`config.mk`:
```
export PLATFORM = sky130hd
export DESIGN_NAME = vector_exec_stage
export DESIGN_NICKNAME = d
export VERILOG_FILES = /design/src/rtl/vector_exec_pkg.sv /design/src/rtl/vector_lane_alu.sv /design/src/rtl/vector_exec_stage.sv
export SDC_FILE = /design/constraint.sdc
export NUM_CORES = 1
export LEC_CHECK = 0
export BUFFER_PORTS_ARGS = -buffer_cell sky130_fd_sc_hd__clkbuf_2
export CAP_MARGIN = 40
export CORE_AREA = 8 8 149 151
export CTS_CLUSTER_DIAMETER = 150
export CTS_CLUSTER_SIZE = 12
export DETAILED_ROUTE_END_ITERATION = 10
export DIE_AREA = 0 0 157 159
export PLACE_DENSITY = 0.92
export SETUP_SLACK_MARGIN = 0.02
export SLEW_MARGIN = 5
export SYNTH_ARGS = -nofsm -noshare
export SYNTH_HDL_FRONTEND = slang
export SYNTH_SLANG_ARGS = --single-unit
```
`constraint.sdc`:
```
create_clock -name clk -period 3.75 [get_ports clk]
set_clock_uncertainty 0.1 [all_clocks]
set_input_delay 0.375 -clock clk [delete_from_list [all_inputs] [get_ports clk]]
set_output_delay 0.375 -clock clk [all_outputs]
set_load 0.02 [all_outputs]
```
`src/rtl/vector_exec_pkg.sv`:
```
// vector_exec_pkg: shared lane geometry, ALU opcodes and stage FSM states.
// Contents: LANE_W, LANES, LANES_PER_CYCLE, DATA_W, OP_* lane operations, state_t.
package vector_exec_pkg;
    localparam int LANE_W = 8;
    localparam int LANES = 6;
    localparam int LANES_PER_CYCLE = 2;
    localparam int DATA_W = LANE_W * LANES;
    localparam logic [1:0] OP_ADD = 2'b00;
    localparam logic [1:0] OP_SUB = 2'b01;
    localparam logic [1:0] OP_AND = 2'b10;
    localparam logic [1:0] OP_OR  = 2'b11;
    typedef enum logic [1:0] {IDLE, BUSY, DONE} state_t;
endpackage

```
`src/rtl/vector_lane_alu.sv`:
```
// vector_lane_alu: combinational 8-bit lane add/sub/and/or.
// Ports: a, b lane operands; op lane operation; y lane result.
// VECTOR_EXEC_SAT_EN: add clamps to 0xFF on overflow, sub clamps to 0x00 on underflow.
module vector_lane_alu
    import vector_exec_pkg::*;
(
    input  logic [LANE_W-1:0] a,
    input  logic [LANE_W-1:0] b,
    input  logic [1:0]        op,
    output logic [LANE_W-1:0] y
);
    logic [LANE_W-1:0] add_r, sub_r;
`ifdef VECTOR_EXEC_SAT_EN
    logic [LANE_W:0] sum, diff;
    assign sum = {1'b0, a} + {1'b0, b};
    assign diff = {1'b0, a} - {1'b0, b};
    assign add_r = sum[LANE_W] ? '1 : sum[LANE_W-1:0];
    assign sub_r = diff[LANE_W] ? '0 : diff[LANE_W-1:0];
`else
    assign add_r = a + b;
    assign sub_r = a - b;
`endif
    always_comb y = op == OP_ADD ? add_r : op == OP_SUB ? sub_r : op == OP_AND ? a & b : a | b;
endmodule

```
`src/rtl/vector_exec_stage.sv`:
```
// vector_exec_stage: multi-cycle 6x8-bit vector execute stage, two lanes per cycle.
// Ports: clk, rst (sync, active high); decode-side operands/control with validE/readyE
// handshake; memory-side captured control, lane-wise ALUResultM, zeroM and validM pulse.
// VECTOR_EXEC_SAT_EN selects saturating add/sub in the lane ALUs.
module vector_exec_stage
    import vector_exec_pkg::*;
(
    input  logic              clk,
    input  logic              rst,
    input  logic [DATA_W-1:0] SrcA,
    input  logic [DATA_W-1:0] SrcB,
    input  logic [DATA_W-1:0] ExtImm,
    input  logic [3:0]        WA3E,
    input  logic [3:0]        opcodeE,
    input  logic              regWriteE,
    input  logic              aluSrcE,
    input  logic              PCSrcE,
    input  logic              memToRegE,
    input  logic              memWriteE,
    input  logic [1:0]        aluControlE,
    input  logic              validE,
    output logic              readyE,
    output logic [DATA_W-1:0] ALUResultM,
    output logic [DATA_W-1:0] WriteDataM,
    output logic [3:0]        WA3M,
    output logic [3:0]        opcodeM,
    output logic              regWriteM,
    output logic              memToRegM,
    output logic              memWriteM,
    output logic              PCSrcM,
    output logic              zeroM,
    output logic              validM
);
    state_t state;
    logic [1:0] cnt, ctl;
    logic [DATA_W-1:0] a_r, b_r;
    logic reg_write_r, mem_write_r, pc_src_r;
    logic [LANE_W-1:0] y_lo, y_hi;
    logic [5:0] base;
    logic accept;
    assign readyE = state != BUSY;
    assign validM = state == DONE;
    assign accept = validE & readyE;
    assign zeroM = ~|ALUResultM;
    assign regWriteM = reg_write_r & validM;
    assign memWriteM = mem_write_r & validM;
    assign PCSrcM = pc_src_r & validM;
    // Bit offset of the lane pair handled this cycle: 2 lanes x 8 bits per step.
    assign base = {cnt, 4'b0000};
    vector_lane_alu u_lo (.a(a_r[base +: LANE_W]), .b(b_r[base +: LANE_W]), .op(ctl), .y(y_lo));
    vector_lane_alu u_hi (.a(a_r[base + 6'd8 +: LANE_W]), .b(b_r[base + 6'd8 +: LANE_W]), .op(ctl), .y(y_hi));
    always_ff @(posedge clk) begin
        if (rst) begin
            state <= IDLE;
            cnt <= '0;
            ctl <= '0;
            a_r <= '0;
            b_r <= '0;
            ALUResultM <= '0;
            WriteDataM <= '0;
            WA3M <= '0;
            opcodeM <= '0;
            reg_write_r <= 1'b0;
            memToRegM <= 1'b0;
            mem_write_r <= 1'b0;
            pc_src_r <= 1'b0;
        end else if (accept) begin
            state <= BUSY;
            cnt <= '0;
            ctl <= aluControlE;
            a_r <= SrcA;
            b_r <= aluSrcE ? ExtImm : SrcB;
            WriteDataM <= SrcB;
            WA3M <= WA3E;
            opcodeM <= opcodeE;
            reg_write_r <= regWriteE;
            memToRegM <= memToRegE;
            mem_write_r <= memWriteE;
            pc_src_r <= PCSrcE;
        end else if (state == BUSY) begin
            ALUResultM[base +: LANE_W] <= y_lo;
            ALUResultM[base + 6'd8 +: LANE_W] <= y_hi;
            cnt <= cnt + 2'd1;
            if (cnt == 2'd2) state <= DONE;
        end else if (state == DONE) begin
            state <= IDLE;
        end
    end
endmodule

```
==> qor.yml <==
drt:
  postRouteAntennaNets: 0
  drcViolationCount: 0
  drt_first_pass_iters: 5
  avgRoutedWirePerCell_um: 18.59
  dr.first_iter.drc_count: 873
  via_count: 10230
  avgViaCountPerCell: 5.688
  routed_wl_um: 33430
global_route:
  grt_pass1_wl_um: 51920
  grt_max_degree: 92
  grt-ovfl-total: 0
  grt_pass1_vias: 10150
  grt_antenna_before_repair: 1
  track_usage_pct: 25.60
sta:
  period_needed_ns: 3.495
  hold_violations: 0
  slew_viol_final: 0
  post-route-period-util_pct: 93.19
  worstMarginPinSlew_ns: 0.8775
  tns_ns: 0
  setup_violations: 0
  slew_headroom_pct: 41.38
  max_freq_mhz: 286.2
  setup_slack_ns: 0.2554
  rsz0062_at_grt: "no"
synthesis:
  netlist_top_cells_area: "dfxtp_1 40%, nand2_1 10%, mux2i_1 7.9%, a21oi_1 6.7%, ha_1 6.2%"
  syn_area_um2: 10500
  yosys_warnings: 0
  avgSynthCellArea_um2: 8.123
  post-synth-top-count-cell: "nand2_1"
  synth_seq_cells: 210
  syn-num-nets: 1510
  synthFlopType: "dfxtp_1"
  yosysTopAreaCell: "dfxtp_1"
  synth_edf_count: 0
  syn_inst: 1292
  yosysUniqueCellTypes: 62
  synth_common_cells: "293 x nand2_1, 210 x dfxtp_1, 141 x a21oi_1, 102 x nor2_1, 84 x clkbuf_1"
  async_flop_share_pct: 0
  ys_seq_area_share_pct: 40.06
  yosysTopAreaCellShare_pct: 40.06
outcome:
  status: "finished, final reports clean"
worst_setup_path:
  max_stage_delay_ns: 0.63
  cp_data_required_time_ns: 4.02
  rrSetupSlack_ns: 0.26
  reg2reg_depth: 11
  timing.rr.start: "cnt[0]$_SDFFE_PP0P_"
  cp.arrival_ns: 3.76
  cp_top_family: "compound AO/OA/AOI/OAI gates"
  endpoint_kind: "flop"
  path_cells: "buf_4, mux2i_1, o22a_1, inv_1, ha_1, a211oi_1, o21bai_1, a211o_1, and3_1, o31ai_1, o21ai_0"
  critPathMaxFanout: 30
  cp-start-kind: "flop"
  r2r-end: "ALUResultM[21]$_SDFFE_PP0P_"
  crit_buf_inv: 2
  crit_type: "reg2reg"
  crit_path_top_delay_cell: "dfxtp_4"
power_and_ir_drop:
  p_leak_nw: 5.708
  power_density_nw_per_um2: 422.9
  p_total_mw: 5.391
  ir_drop_mv: 0.4205
hold_path:
  min_from: "WA3E[3]"
  hp-class: "in2reg"
  whs_path_depth: 3
  holdPathEnd: "WA3M[3]$_SDFFE_PP0P_"
cts:
  clk_pin_slew_ns: 0.07
  cts_tree: "built"
  root_buffer: "clkbuf_16"
  clock_path_buffers: 3
  post_cts_buffers: 0
  clock_latency_ns: 0.50
  cts_buffers: 21
  htreeDepth: 1
  cts.sinks: 210
floorplanning:
  die_y_um: 159
  start_util_pct: 52.89
  fp-row-count: 52
  core_um2: 19840
  io_pins: 273
  die_w_um: 157
  die_area_um2: 24960
place:
  place_inst: 1756
  place_ws_ns: 0.3406
  portBuffers: 272
  dpl_cell_area_um2: 12030
  place.gp.congestion: 0.9838
  dpl.hpwl_um: 24960
final_layout:
  final_area_um2: 12750
  drive_gt1_share_pct: 21.35
  num-nets-final: 1745
  syn_to_final_growth_pct: 21.47
  fin_cells: 1798
flow_run:
  max_cap_violations: 0
==> worst min-delay path: stages <==
cell,delay [ns]
clkbuf_2,0.08
nand2_1,0.04
a21oi_1,0.05
==> how the worst max path moves through the flow <==
| stage | start | to | slack [ns] | depth (start not counted) |
|---|---|---|---|---|
| after detailed placement | cnt[0]$_SDFFE_PP0P_ | ALUResultM[21]$_SDFFE_PP0P_ | 0.34 | 11 |
| after CTS | cnt[0]$_SDFFE_PP0P_ | ALUResultM[21]$_SDFFE_PP0P_ | 0.32 | 11 |
| final | cnt[0]$_SDFFE_PP0P_ | ALUResultM[21]$_SDFFE_PP0P_ | 0.26 | 11 |
| after global placement | cnt[0]$_SDFFE_PP0P_ | ALUResultM[5]$_SDFFE_PP0P_ | 0.43 | 11 |
| after global routing | cnt[0]$_SDFFE_PP0P_ | ALUResultM[21]$_SDFFE_PP0P_ | 0.09 | 10 |
| after floorplan | cnt[0]$_SDFFE_PP0P_ | ALUResultM[31]$_SDFFE_PP0P_ | 0.49 | 12 |
==> report_power, final <==
| group | total [mW] | internal [mW] | switching [mW] |
|---|---|---|---|
| Sequential | 2.46 | 2.36 | 0.0998 |
| Combinational | 1.13 | 0.447 | 0.684 |
| Clock | 1.80 | 0.992 | 0.812 |
==> per-stage QoR <==
step / hold WS, ns / util, %
floorplan: 0.3317 / -
global placement: 0.3382 / 60.33
detailed placement: 0.3418 / 60.61
CTS: 0.0003035 / 64.23
global route: 0.007940 / 64.24
finish: 0.008237 / 64.24
==> area by class of cell <==
type,instances,area [µm²]
antenna,1,2.502
clock buffer,22,529.3
multi-input combinational,942,5764
timing repair buffer,307,1728
sequential,210,4209
tap,270,337.8
inverter,45,168.9
fill,1616,7096
clock inverter,1,8.758
==> state kept, by name, indices dropped and copies added, names as in the netlist <==
name / cells
a_r: 48
ALUResultM: 48
opcodeM: 4
b_r: 48
mem_write_r: 1
cnt: 2
reg_write_r: 1
ctl: 2
WA3M: 4
state: 2
WriteDataM: 48
memToRegM: 1
pc_src_r: 1
==> layer usage <==
layer	GRT usage [%]	up-vias	routed length, µm
li1	-	4965	-
met1	29.21	4731	12930
met2	44.55	453	16220
met3	7.085	78	3206
met4	9.397	0	1068
met5	0	-	0
==> kinds of logic (layout without fill, tap and decap cells) <==
| family | count (synthesis) | count (layout) | synth area share (%) |
|---|---|---|---|
| AND/OR/NAND/NOR | 457 | 457 | 17.86 |
| AO/OA/AOI/OAI | 338 | 338 | 21.24 |
| XOR/XNOR | 5 | 5 | 0.4172 |
| flip-flops | 210 | 210 | 40.06 |
| buffers and inverters | 140 | 375 | 5.114 |
| adder cells (fa/ha/maj) | 56 | 56 | 6.962 |
| other | 0 | 1 | 0 |
| multiplexers | 86 | 86 | 8.345 |
==> cell usage in the layout, fill, tap and decap left out, drive strengths merged, types with 26 or more instances in the layout <==
cell type  instances
o22a              30
o21ai             26
nand2            293
nor2             102
ha                52
inv               45
a211oi            49
clkbuf           293
a21oi            141
dfxtp            210
mux2i             83
==> what timing repair did <==
item                                   4_1_cts  5_1_grt
gates resized for setup                      0        0
endpoints found under the hold margin       18        0
hold buffers                                18        0
Note: power is estimated with default switching activity, not from simulation.
